**src/rtl/fp_unit_sequencer_if.sv**
```systemverilog
// rtl/fp_unit_sequencer_if.sv - type package and bus interface for the FP unit sequencer
//
// Package fp_unit_sequencer_pkg: sub-unit selector and command types shared by
// the request side and the execution unit side.
//
// Interface fp_unit_sequencer_if groups every non-clock/reset signal:
//   flush              pipeline flush
//   req*               request channel (valid/ready) with unit, command, operands
//   fpu*               execution-unit drive (enable/flush/operands) and return (results/flags/done)
//   resp*              response channel (valid/ready) with results, flags, timeout
//   fflagsClear/Accum  sticky exception flag control/state
// Modports: slave = sequencer, master = its environment.

package fp_unit_sequencer_pkg;
  typedef enum logic [2:0] {
    FP_MOVE       = 3'd0,
    FP_CLASSIFIER = 3'd1,
    FP_SIGN       = 3'd2,
    FP_COMPARATOR = 3'd3,
    FP_MULADD     = 3'd4,
    FP_DIV        = 3'd5,
    FP_SQRT       = 3'd6
  } FpUnitType;

  typedef logic [3:0] FpUnitCommand;
endpackage

interface fp_unit_sequencer_if;
  import fp_unit_sequencer_pkg::*;

  logic         flush;

  logic         reqValid;
  logic         reqReady;
  FpUnitType    reqUnit;
  FpUnitCommand reqCommand;
  logic [2:0]   reqRoundingMode;
  logic [31:0]  reqIntSrc1;
  logic [31:0]  reqFpSrc1;
  logic [31:0]  reqFpSrc2;
  logic [31:0]  reqFpSrc3;

  logic         fpuEnable;
  logic         fpuFlush;
  FpUnitType    fpuUnit;
  FpUnitCommand fpuCommand;
  logic [2:0]   fpuRoundingMode;
  logic [31:0]  fpuIntSrc1;
  logic [31:0]  fpuFpSrc1;
  logic [31:0]  fpuFpSrc2;
  logic [31:0]  fpuFpSrc3;
  logic [31:0]  fpuIntResult;
  logic [31:0]  fpuFpResult;
  logic         fpuWriteFlags;
  logic [4:0]   fpuFlagsValue;
  logic         fpuDone;

  logic         respValid;
  logic         respReady;
  logic [31:0]  respIntResult;
  logic [31:0]  respFpResult;
  logic         respWriteFlags;
  logic [4:0]   respFlags;
  logic         respTimeout;

  logic         fflagsClear;
  logic [4:0]   fflagsAccum;

  modport slave (
    input  flush,
    input  reqValid, reqUnit, reqCommand, reqRoundingMode,
    input  reqIntSrc1, reqFpSrc1, reqFpSrc2, reqFpSrc3,
    output reqReady,
    output fpuEnable, fpuFlush, fpuUnit, fpuCommand, fpuRoundingMode,
    output fpuIntSrc1, fpuFpSrc1, fpuFpSrc2, fpuFpSrc3,
    input  fpuIntResult, fpuFpResult, fpuWriteFlags, fpuFlagsValue, fpuDone,
    output respValid, respIntResult, respFpResult, respWriteFlags, respFlags, respTimeout,
    input  respReady,
    input  fflagsClear,
    output fflagsAccum
  );

  modport master (
    output flush,
    output reqValid, reqUnit, reqCommand, reqRoundingMode,
    output reqIntSrc1, reqFpSrc1, reqFpSrc2, reqFpSrc3,
    input  reqReady,
    input  fpuEnable, fpuFlush, fpuUnit, fpuCommand, fpuRoundingMode,
    input  fpuIntSrc1, fpuFpSrc1, fpuFpSrc2, fpuFpSrc3,
    output fpuIntResult, fpuFpResult, fpuWriteFlags, fpuFlagsValue, fpuDone,
    input  respValid, respIntResult, respFpResult, respWriteFlags, respFlags, respTimeout,
    output respReady,
    output fflagsClear,
    input  fflagsAccum
  );
endinterface

```
**src/rtl/fp_unit_sequencer.sv**
```systemverilog
// rtl/fp_unit_sequencer.sv - single-outstanding-operation controller for the FP32 execution unit
//
// Ports:
//   clk  clock
//   rst  asynchronous active-low reset
//   bus  fp_unit_sequencer_if.slave: request channel in, execution-unit drive
//        and return, response channel out, sticky flag clear/accumulator.
// Parameters:
//   TIMEOUT_CYCLES  EXEC cycles allowed before the watchdog aborts (2..255)
//   CNT_W           EXEC counter width, 2**CNT_W > TIMEOUT_CYCLES

module fp_unit_sequencer
  import fp_unit_sequencer_pkg::*;
#(
  parameter int TIMEOUT_CYCLES = 64,
  parameter int CNT_W          = 8
) (
  input  logic               clk,
  input  logic               rst,
  fp_unit_sequencer_if.slave bus
);

  typedef enum logic [1:0] {S_IDLE, S_EXEC, S_RESP} state_t;

  localparam logic [CNT_W-1:0] CNT_LAST = CNT_W'(TIMEOUT_CYCLES - 1);
  localparam logic [CNT_W-1:0] CNT_MAX  = {CNT_W{1'b1}};
  localparam logic [CNT_W-1:0] CNT_ONE  = CNT_W'(1);

  state_t             state_q, state_d;
  logic [CNT_W-1:0]   cnt_q, cnt_d;
  FpUnitType          unit_q, unit_d;
  FpUnitCommand       cmd_q, cmd_d;
  logic [2:0]         rm_q, rm_d;
  logic [31:0]        int_src_q, int_src_d;
  logic [31:0]        fp_src1_q, fp_src1_d;
  logic [31:0]        fp_src2_q, fp_src2_d;
  logic [31:0]        fp_src3_q, fp_src3_d;
  logic [31:0]        resp_int_q, resp_int_d;
  logic [31:0]        resp_fp_q, resp_fp_d;
  logic               resp_wf_q, resp_wf_d;
  logic [4:0]         resp_flags_q, resp_flags_d;
  logic               resp_to_q, resp_to_d;
  logic [4:0]         fflags_q, fflags_d;

  always_ff @(posedge clk or negedge rst) begin
    if (!rst) begin
      state_q      <= S_IDLE;
      cnt_q        <= '0;
      unit_q       <= FP_MOVE;
      cmd_q        <= '0;
      rm_q         <= '0;
      int_src_q    <= '0;
      fp_src1_q    <= '0;
      fp_src2_q    <= '0;
      fp_src3_q    <= '0;
      resp_int_q   <= '0;
      resp_fp_q    <= '0;
      resp_wf_q    <= 1'b0;
      resp_flags_q <= '0;
      resp_to_q    <= 1'b0;
      fflags_q     <= '0;
    end else begin
      state_q      <= state_d;
      cnt_q        <= cnt_d;
      unit_q       <= unit_d;
      cmd_q        <= cmd_d;
      rm_q         <= rm_d;
      int_src_q    <= int_src_d;
      fp_src1_q    <= fp_src1_d;
      fp_src2_q    <= fp_src2_d;
      fp_src3_q    <= fp_src3_d;
      resp_int_q   <= resp_int_d;
      resp_fp_q    <= resp_fp_d;
      resp_wf_q    <= resp_wf_d;
      resp_flags_q <= resp_flags_d;
      resp_to_q    <= resp_to_d;
      fflags_q     <= fflags_d;
    end
  end

  always_comb begin
    state_d       = state_q;
    cnt_d         = cnt_q;
    unit_d        = unit_q;
    cmd_d         = cmd_q;
    rm_d          = rm_q;
    int_src_d     = int_src_q;
    fp_src1_d     = fp_src1_q;
    fp_src2_d     = fp_src2_q;
    fp_src3_d     = fp_src3_q;
    resp_int_d    = resp_int_q;
    resp_fp_d     = resp_fp_q;
    resp_wf_d     = resp_wf_q;
    resp_flags_d  = resp_flags_q;
    resp_to_d     = resp_to_q;
    bus.reqReady  = 1'b0;
    bus.fpuEnable = 1'b0;
    bus.fpuFlush  = 1'b0;
    bus.respValid = 1'b0;
    // Clear is applied first so a same-cycle commit lands on an empty accumulator.
    fflags_d      = bus.fflagsClear ? 5'b0 : fflags_q;

    unique case (state_q)
      S_IDLE: begin
        // Ready is held low while reset is asserted, since state is already IDLE then.
        bus.reqReady = rst && !bus.flush;
        if (bus.reqValid && !bus.flush) begin
          unit_d    = bus.reqUnit;
          cmd_d     = bus.reqCommand;
          rm_d      = bus.reqRoundingMode;
          int_src_d = bus.reqIntSrc1;
          fp_src1_d = bus.reqFpSrc1;
          fp_src2_d = bus.reqFpSrc2;
          fp_src3_d = bus.reqFpSrc3;
          cnt_d     = '0;
          state_d   = S_EXEC;
        end
      end

      S_EXEC: begin
        // Priority: external flush, then unit done, then watchdog.
        if (bus.flush) begin
          bus.fpuFlush = 1'b1;
          state_d      = S_IDLE;
        end else begin
          bus.fpuEnable = 1'b1;
          if (bus.fpuDone) begin
            resp_int_d   = bus.fpuIntResult;
            resp_fp_d    = bus.fpuFpResult;
            resp_wf_d    = bus.fpuWriteFlags;
            resp_flags_d = bus.fpuFlagsValue;
            resp_to_d    = 1'b0;
            state_d      = S_RESP;
          end else begin
            if (cnt_q != CNT_MAX) begin
              cnt_d = cnt_q + CNT_ONE;
            end
            if (cnt_q == CNT_LAST) begin
              bus.fpuFlush = 1'b1;
              resp_int_d   = '0;
              resp_fp_d    = '0;
              resp_wf_d    = 1'b0;
              resp_flags_d = '0;
              resp_to_d    = 1'b1;
              state_d      = S_RESP;
            end
          end
        end
      end

      S_RESP: begin
        bus.respValid = 1'b1;
        if (bus.flush) begin
          state_d = S_IDLE;
        end else if (bus.respReady) begin
          state_d = S_IDLE;
          if (resp_wf_q && !resp_to_q) begin
            fflags_d = fflags_d | resp_flags_q;
          end
        end
      end

      default: state_d = S_IDLE;
    endcase
  end

  assign bus.fpuUnit         = unit_q;
  assign bus.fpuCommand      = cmd_q;
  assign bus.fpuRoundingMode = rm_q;
  assign bus.fpuIntSrc1      = int_src_q;
  assign bus.fpuFpSrc1       = fp_src1_q;
  assign bus.fpuFpSrc2       = fp_src2_q;
  assign bus.fpuFpSrc3       = fp_src3_q;
  assign bus.respIntResult   = resp_int_q;
  assign bus.respFpResult    = resp_fp_q;
  assign bus.respWriteFlags  = resp_wf_q;
  assign bus.respFlags       = resp_flags_q;
  assign bus.respTimeout     = resp_to_q;
  assign bus.fflagsAccum     = fflags_q;

endmodule
```
**src/flat_wrapper.sv**
```systemverilog
// flat-port wrapper written by rule: the top's interface ports become plain ports
module fp_unit_sequencer_flat import fp_unit_sequencer_pkg::*;
#(
  parameter int TIMEOUT_CYCLES = 64,
  parameter int CNT_W          = 8
)
  (clk, rst, bus_flush, bus_reqValid, bus_reqUnit, bus_reqCommand, bus_reqRoundingMode, bus_reqIntSrc1, bus_reqFpSrc1, bus_reqFpSrc2, bus_reqFpSrc3, bus_reqReady, bus_fpuEnable, bus_fpuFlush, bus_fpuUnit, bus_fpuCommand, bus_fpuRoundingMode, bus_fpuIntSrc1, bus_fpuFpSrc1, bus_fpuFpSrc2, bus_fpuFpSrc3, bus_fpuIntResult, bus_fpuFpResult, bus_fpuWriteFlags, bus_fpuFlagsValue, bus_fpuDone, bus_respValid, bus_respIntResult, bus_respFpResult, bus_respWriteFlags, bus_respFlags, bus_respTimeout, bus_respReady, bus_fflagsClear, bus_fflagsAccum);
  fp_unit_sequencer_if bus_i ();
  input  logic clk;
  input  logic rst;
  input wire logic [$bits(bus_i.flush)-1:0] bus_flush;
  input wire logic [$bits(bus_i.reqValid)-1:0] bus_reqValid;
  input wire logic [$bits(bus_i.reqUnit)-1:0] bus_reqUnit;
  input wire logic [$bits(bus_i.reqCommand)-1:0] bus_reqCommand;
  input wire logic [$bits(bus_i.reqRoundingMode)-1:0] bus_reqRoundingMode;
  input wire logic [$bits(bus_i.reqIntSrc1)-1:0] bus_reqIntSrc1;
  input wire logic [$bits(bus_i.reqFpSrc1)-1:0] bus_reqFpSrc1;
  input wire logic [$bits(bus_i.reqFpSrc2)-1:0] bus_reqFpSrc2;
  input wire logic [$bits(bus_i.reqFpSrc3)-1:0] bus_reqFpSrc3;
  output wire logic [$bits(bus_i.reqReady)-1:0] bus_reqReady;
  output wire logic [$bits(bus_i.fpuEnable)-1:0] bus_fpuEnable;
  output wire logic [$bits(bus_i.fpuFlush)-1:0] bus_fpuFlush;
  output wire logic [$bits(bus_i.fpuUnit)-1:0] bus_fpuUnit;
  output wire logic [$bits(bus_i.fpuCommand)-1:0] bus_fpuCommand;
  output wire logic [$bits(bus_i.fpuRoundingMode)-1:0] bus_fpuRoundingMode;
  output wire logic [$bits(bus_i.fpuIntSrc1)-1:0] bus_fpuIntSrc1;
  output wire logic [$bits(bus_i.fpuFpSrc1)-1:0] bus_fpuFpSrc1;
  output wire logic [$bits(bus_i.fpuFpSrc2)-1:0] bus_fpuFpSrc2;
  output wire logic [$bits(bus_i.fpuFpSrc3)-1:0] bus_fpuFpSrc3;
  input wire logic [$bits(bus_i.fpuIntResult)-1:0] bus_fpuIntResult;
  input wire logic [$bits(bus_i.fpuFpResult)-1:0] bus_fpuFpResult;
  input wire logic [$bits(bus_i.fpuWriteFlags)-1:0] bus_fpuWriteFlags;
  input wire logic [$bits(bus_i.fpuFlagsValue)-1:0] bus_fpuFlagsValue;
  input wire logic [$bits(bus_i.fpuDone)-1:0] bus_fpuDone;
  output wire logic [$bits(bus_i.respValid)-1:0] bus_respValid;
  output wire logic [$bits(bus_i.respIntResult)-1:0] bus_respIntResult;
  output wire logic [$bits(bus_i.respFpResult)-1:0] bus_respFpResult;
  output wire logic [$bits(bus_i.respWriteFlags)-1:0] bus_respWriteFlags;
  output wire logic [$bits(bus_i.respFlags)-1:0] bus_respFlags;
  output wire logic [$bits(bus_i.respTimeout)-1:0] bus_respTimeout;
  input wire logic [$bits(bus_i.respReady)-1:0] bus_respReady;
  input wire logic [$bits(bus_i.fflagsClear)-1:0] bus_fflagsClear;
  output wire logic [$bits(bus_i.fflagsAccum)-1:0] bus_fflagsAccum;
  assign bus_i.flush = bus_flush;
  assign bus_i.reqValid = bus_reqValid;
  assign bus_i.reqUnit = bus_reqUnit;
  assign bus_i.reqCommand = bus_reqCommand;
  assign bus_i.reqRoundingMode = bus_reqRoundingMode;
  assign bus_i.reqIntSrc1 = bus_reqIntSrc1;
  assign bus_i.reqFpSrc1 = bus_reqFpSrc1;
  assign bus_i.reqFpSrc2 = bus_reqFpSrc2;
  assign bus_i.reqFpSrc3 = bus_reqFpSrc3;
  assign bus_reqReady = bus_i.reqReady;
  assign bus_fpuEnable = bus_i.fpuEnable;
  assign bus_fpuFlush = bus_i.fpuFlush;
  assign bus_fpuUnit = bus_i.fpuUnit;
  assign bus_fpuCommand = bus_i.fpuCommand;
  assign bus_fpuRoundingMode = bus_i.fpuRoundingMode;
  assign bus_fpuIntSrc1 = bus_i.fpuIntSrc1;
  assign bus_fpuFpSrc1 = bus_i.fpuFpSrc1;
  assign bus_fpuFpSrc2 = bus_i.fpuFpSrc2;
  assign bus_fpuFpSrc3 = bus_i.fpuFpSrc3;
  assign bus_i.fpuIntResult = bus_fpuIntResult;
  assign bus_i.fpuFpResult = bus_fpuFpResult;
  assign bus_i.fpuWriteFlags = bus_fpuWriteFlags;
  assign bus_i.fpuFlagsValue = bus_fpuFlagsValue;
  assign bus_i.fpuDone = bus_fpuDone;
  assign bus_respValid = bus_i.respValid;
  assign bus_respIntResult = bus_i.respIntResult;
  assign bus_respFpResult = bus_i.respFpResult;
  assign bus_respWriteFlags = bus_i.respWriteFlags;
  assign bus_respFlags = bus_i.respFlags;
  assign bus_respTimeout = bus_i.respTimeout;
  assign bus_i.respReady = bus_respReady;
  assign bus_i.fflagsClear = bus_fflagsClear;
  assign bus_fflagsAccum = bus_i.fflagsAccum;
  fp_unit_sequencer #(.TIMEOUT_CYCLES(TIMEOUT_CYCLES), .CNT_W(CNT_W)) u_core (.clk(clk), .rst(rst), .bus(bus_i));
endmodule
```
**config.mk**
```make
export PLATFORM = sky130hd
export DESIGN_NAME = fp_unit_sequencer_flat
export DESIGN_NICKNAME = d
export VERILOG_FILES = /design/src/rtl/fp_unit_sequencer_if.sv /design/src/rtl/fp_unit_sequencer.sv /design/src/flat_wrapper.sv
export SDC_FILE = /design/constraint.sdc
export NUM_CORES = 1
export LEC_CHECK = 0
export ABC_AREA = 1
export BUFFER_PORTS_ARGS = -buffer_cell sky130_fd_sc_hd__buf_2
export CAP_MARGIN = 15
export CORE_AREA = 8 8 162 164
export CTS_BUF_LIST = sky130_fd_sc_hd__clkbuf_4 sky130_fd_sc_hd__clkbuf_8 sky130_fd_sc_hd__clkbuf_16
export DETAILED_ROUTE_END_ITERATION = 8
export DIE_AREA = 0 0 170 172
export PLACE_DENSITY = 0.68
export REMOVE_ABC_BUFFERS = 1
export SYNTH_ARGS = -nofsm -noshare
export SYNTH_HDL_FRONTEND = slang
export SYNTH_SLANG_ARGS = --single-unit
export TNS_END_PERCENT = 1
```
**constraint.sdc**
```tcl
create_clock -name clk -period 2.05 [get_ports clk]
set_clock_uncertainty 0.05 [all_clocks]
set_input_delay 0.205 -clock clk [delete_from_list [all_inputs] [get_ports clk]]
set_output_delay 0.205 -clock clk [all_outputs]
set_load 0.1 [all_outputs]
```
==> impl_metrics.yaml <==
pwr:
  power.share.combinational_pct: 51.3
  p_int_mw: 10.2
  power.density_mw_per_mm2: 1470
  net-switching-power_mw: 11.4
  worst_ir_drop_vdd_mv: 1.06
  switching_fraction_pct: 52.6
  power.sequential.fraction_pct: 28.3
  total_leakage_power_nw: 7.85
  share_clk_of_total_power_pct: 20.4
critical_path:
  timing.reg2reg.worst_path_depth: 8
  r2r-start: "u_core.cnt_q[1]"
  end_kind: "output port"
  path_class: "flop to output port"
  worst_setup_path_start_kind: "flop"
  cp_data_required_time_ns: 1.79
  critical_path.reg2reg.endpoint: "u_core.state_q[1]"
  data_arrival_time_at_the_worst_slack_endpoint_ns: 1.80
  rrSetupSlack_ns: 0.12
  biggest_fanout_along_the_worst_timing_path: 5
layout:
  flow.area_growth_from_synthesis_pct: 60.0
  layout.cells.most_common: "buf_2"
  area.sequential_mm2: 0.00561
  fillerInstances: 1829
  post_route_cells_drive_above_1_share_pct: 47.7
  multiInputGateArea_mm2: 0.00324
  num-nets-final: 1582
  final_cell_mix: "buf_2, nand2_1, dfrtp_1"
  fin_util_pct: 61.7
clock_network:
  htree_num_levels: 1
  clock_latency_ns: 0.49
  cts_max_path_buffers: 3
  clockRootBuffer: "clkbuf_16"
  number_of_buffers_inserted_during_clock_tree_synthesis: 25
  clock_sink_count: 224
  clk_pin_slew_worst_paths_ns: 0.05
  cts_tree: "built"
sta:
  rsz0062_at_grt: "yes"
  fin_ws_ns: -0.00540
  slew_headroom_pct: 56.3
  finalWorstPathRequiredPeriod_ns: 2.06
  slew_worst_pin_ns: 0.656
  slew_viol_final: 0
  finalCritPeriodShare_pct: 100
  fmaxAchievable_ghz: 0.487
  final_hold_vios: 0
  setup_viol_count_final: 1
synth:
  synth.cell_area_mm2: 0.00919
  seq_area_frac_synth_pct: 61.0
  post_synth_inst_count: 704
  async_set_or_reset_flop_fraction_in_the_synthesized_netlist_pct: 100
  synth_seq_cells: 224
  syn_avg_cell_area_um2: 13.1
  synth_top_area_share_pct: 61.0
  number_of_enable_flip_flop_cells_after_synthesis: 0
  synth_top_cells_by_area: "dfrtp_1, mux2_4, nand2_1, mux2_2, buf_6"
  synthDistinctLibCells: 24
  synth_flop_cell: "dfrtp_1"
  synth_top_cell_by_area: "dfrtp_1"
  yosysWarningCount: 0
global_route:
  overflow: 0
  grt_pass1_wl_mm: 48.9
  via_count_of_the_first_global_routing_pass: 8869
  grt_antenna_before_repair: 3
  total_track_usage_pct: 21.3
  grt_max_degree: 120
route:
  router_iterations_before_antenna_repair: 4
  postRouteAntennaNets: 0
  num_vias: 7862
  post_drt_via_cell_ratio: 4.59
  avgRoutedWirePerCell_um: 18.9
  drt-total-wl_mm: 32.5
  drc_errors: 0
  initialDrtViolationCount: 455
run_status:
  run_status: "complete, but fails checks"
  violations: "setup timing"
job:
  timing.max_cap.violations: 0
placement:
  io_buffer_count: 432
  worst_slack_at_placement_ns: 0.294
  dp_hpwl_mm: 20.6
  routabilityCongestion: 0.841
floorplanning:
  die_y_um: 172
  row_count: 57
  start_util_pct: 38.6
  ios: 433
  placeableCoreArea_mm2: 0.0238
  die-area_mm2: 0.0292
  dieWidth_um: 170
worst_hold_path:
  kind_of_path_behind_the_tightest_hold_check: "primary input to flop"
  timing.hold.worst_endpoint: "u_core.bus.respTimeout"
  holdPathStages: 4
  worst_hold_startpoint: "bus_fpuDone"
[cell usage after synthesis, types with 2 or more instances]
cell type	n
mux2_4	109
mux2_2	29
buf_2	2
inv_2	3
nor2_4	2
nor2_1	7
inv_1	9
buf_6	27
dfrtp_1	224
or2_2	2
nand2_1	240
o21bai_1	3
o21ai_0	15
nand2_2	12
nand3_1	11
[critical path: stages (launching register included)]
cell and delay, ns:
dfrtp_1 0.36, ha_2 0.21, nand2_4 0.08, nor2_4 0.11
nand2_2 0.07, inv_2 0.06, nand2_2 0.04, a21oi_2 0.18
buf_12 0.19
[routing by layer]
layer / track usage, % / part of all wire [%] / vias to the layer above
met2: 38.1 / 52 / 342
met1: 22.8 / 35 / 3787
met5: 0 / 0 / -
met4: 11.0 / 4.6 / 0
met3: 5.94 / 7.8 / 110
li1: - / - / 3623
[final cells by class]
class | instances | share of cell area, %
inverter | 13 | 0.349
clock buffer | 40 | 5.32
sequential | 224 | 38.1
multi-input combinational | 437 | 22.1
tap | 324 | 2.76
antenna | 9 | 0.153
timing repair buffer | 665 | 31.0
clock inverter | 2 | 0.238
[worst max-delay path by stage]
stage	to	cells past startpoint	startpoint	slack [ns]
3_3_place_gp	u_core.bus.fpuFpSrc3[2]	4	u_core.state_q[0]	0.33
3_5_place_dp	u_core.bus.fpuFpSrc3[13]	4	u_core.state_q[0]	0.29
4_1_cts	bus_fpuFlush	8	u_core.cnt_q[0]	-0.08
6_report	bus_fpuFlush	8	u_core.cnt_q[0]	-0.005
2_1_floorplan	u_core.bus.fpuCommand[0]	3	u_core.state_q[0]	-2.51
5_1_grt	bus_fpuFlush	8	u_core.cnt_q[1]	-0.11
[flip-flops by register name (all words and copies together) (netlist names)]
| signal | cells |
|---|---|
| u_core.bus.fpuFpSrc2 | 32 |
| u_core.bus.fpuIntSrc1 | 32 |
| u_core.bus.respWriteFlags | 1 |
| u_core.bus.fflagsAccum | 5 |
| u_core.bus.fpuRoundingMode | 3 |
| u_core.bus.respFlags | 5 |
| u_core.bus.respIntResult | 32 |
| u_core.cnt_q | 8 |
| u_core.bus.fpuFpSrc3 | 32 |
| u_core.bus.respTimeout | 1 |
| u_core.bus.fpuCommand | 4 |
| u_core.bus.fpuUnit | 3 |
| u_core.state_q | 2 |
| u_core.bus.fpuFpSrc1 | 32 |
| u_core.bus.respFpResult | 32 |
[metrics by stage]
| stage | power [mW] | std cells | cell area, µm² | hold WS [ns] | TNS (ns) |
|---|---|---|---|---|---|
| floorplan | 14.9 | 674 | 8870 | -0.141 | -345.77 |
| global placement | 16.7 | 1445 | 11700 | 0.261 | 0 |
| detailed placement | 16.8 | 1445 | 11700 | 0.276 | 0 |
| CTS | 21.6 | 1703 | 14700 | 0.00667 | -0.0800 |
| global route | 22.3 | 1709 | 14700 | 0.0674 | -0.118 |
| finish | 21.6 | 1714 | 14700 | 0.0446 | -0.00540 |
[power groups by stage]
stage          logic (mW)  clock network (mW)  registers [mW]
3_5_place_dp         10.7                   0            6.09
3_3_place_gp         10.6                   0            6.06
6_report             11.1                4.40            6.10
5_1_grt              11.4                4.67            6.21
4_1_cts              11.1                4.51            6.04
2_1_floorplan        1.47                   0            13.4
[repair_timing]
action	in CTS	in global routing
resized for setup	3	6
buffers inserted	2	2
hold buffers	214	0
endpoints found under the setup margin	2	2
endpoints found under the hold margin	438	0
pin swaps	0	3
[cell families (layout without fill, tap and decap cells)]
family | count (synthesis) | after routing | synth area share [%]
compound gates | 21 | 21 | 1.28
buf+inv | 43 | 720 | 4.06
simple gates | 277 | 277 | 12.2
mux | 138 | 138 | 21.4
fa+ha+maj | 1 | 1 | 0.136
other cells | 0 | 9 | 0
flops | 224 | 224 | 61.0
No activity file was read; power rests on OpenSTA's default activity.
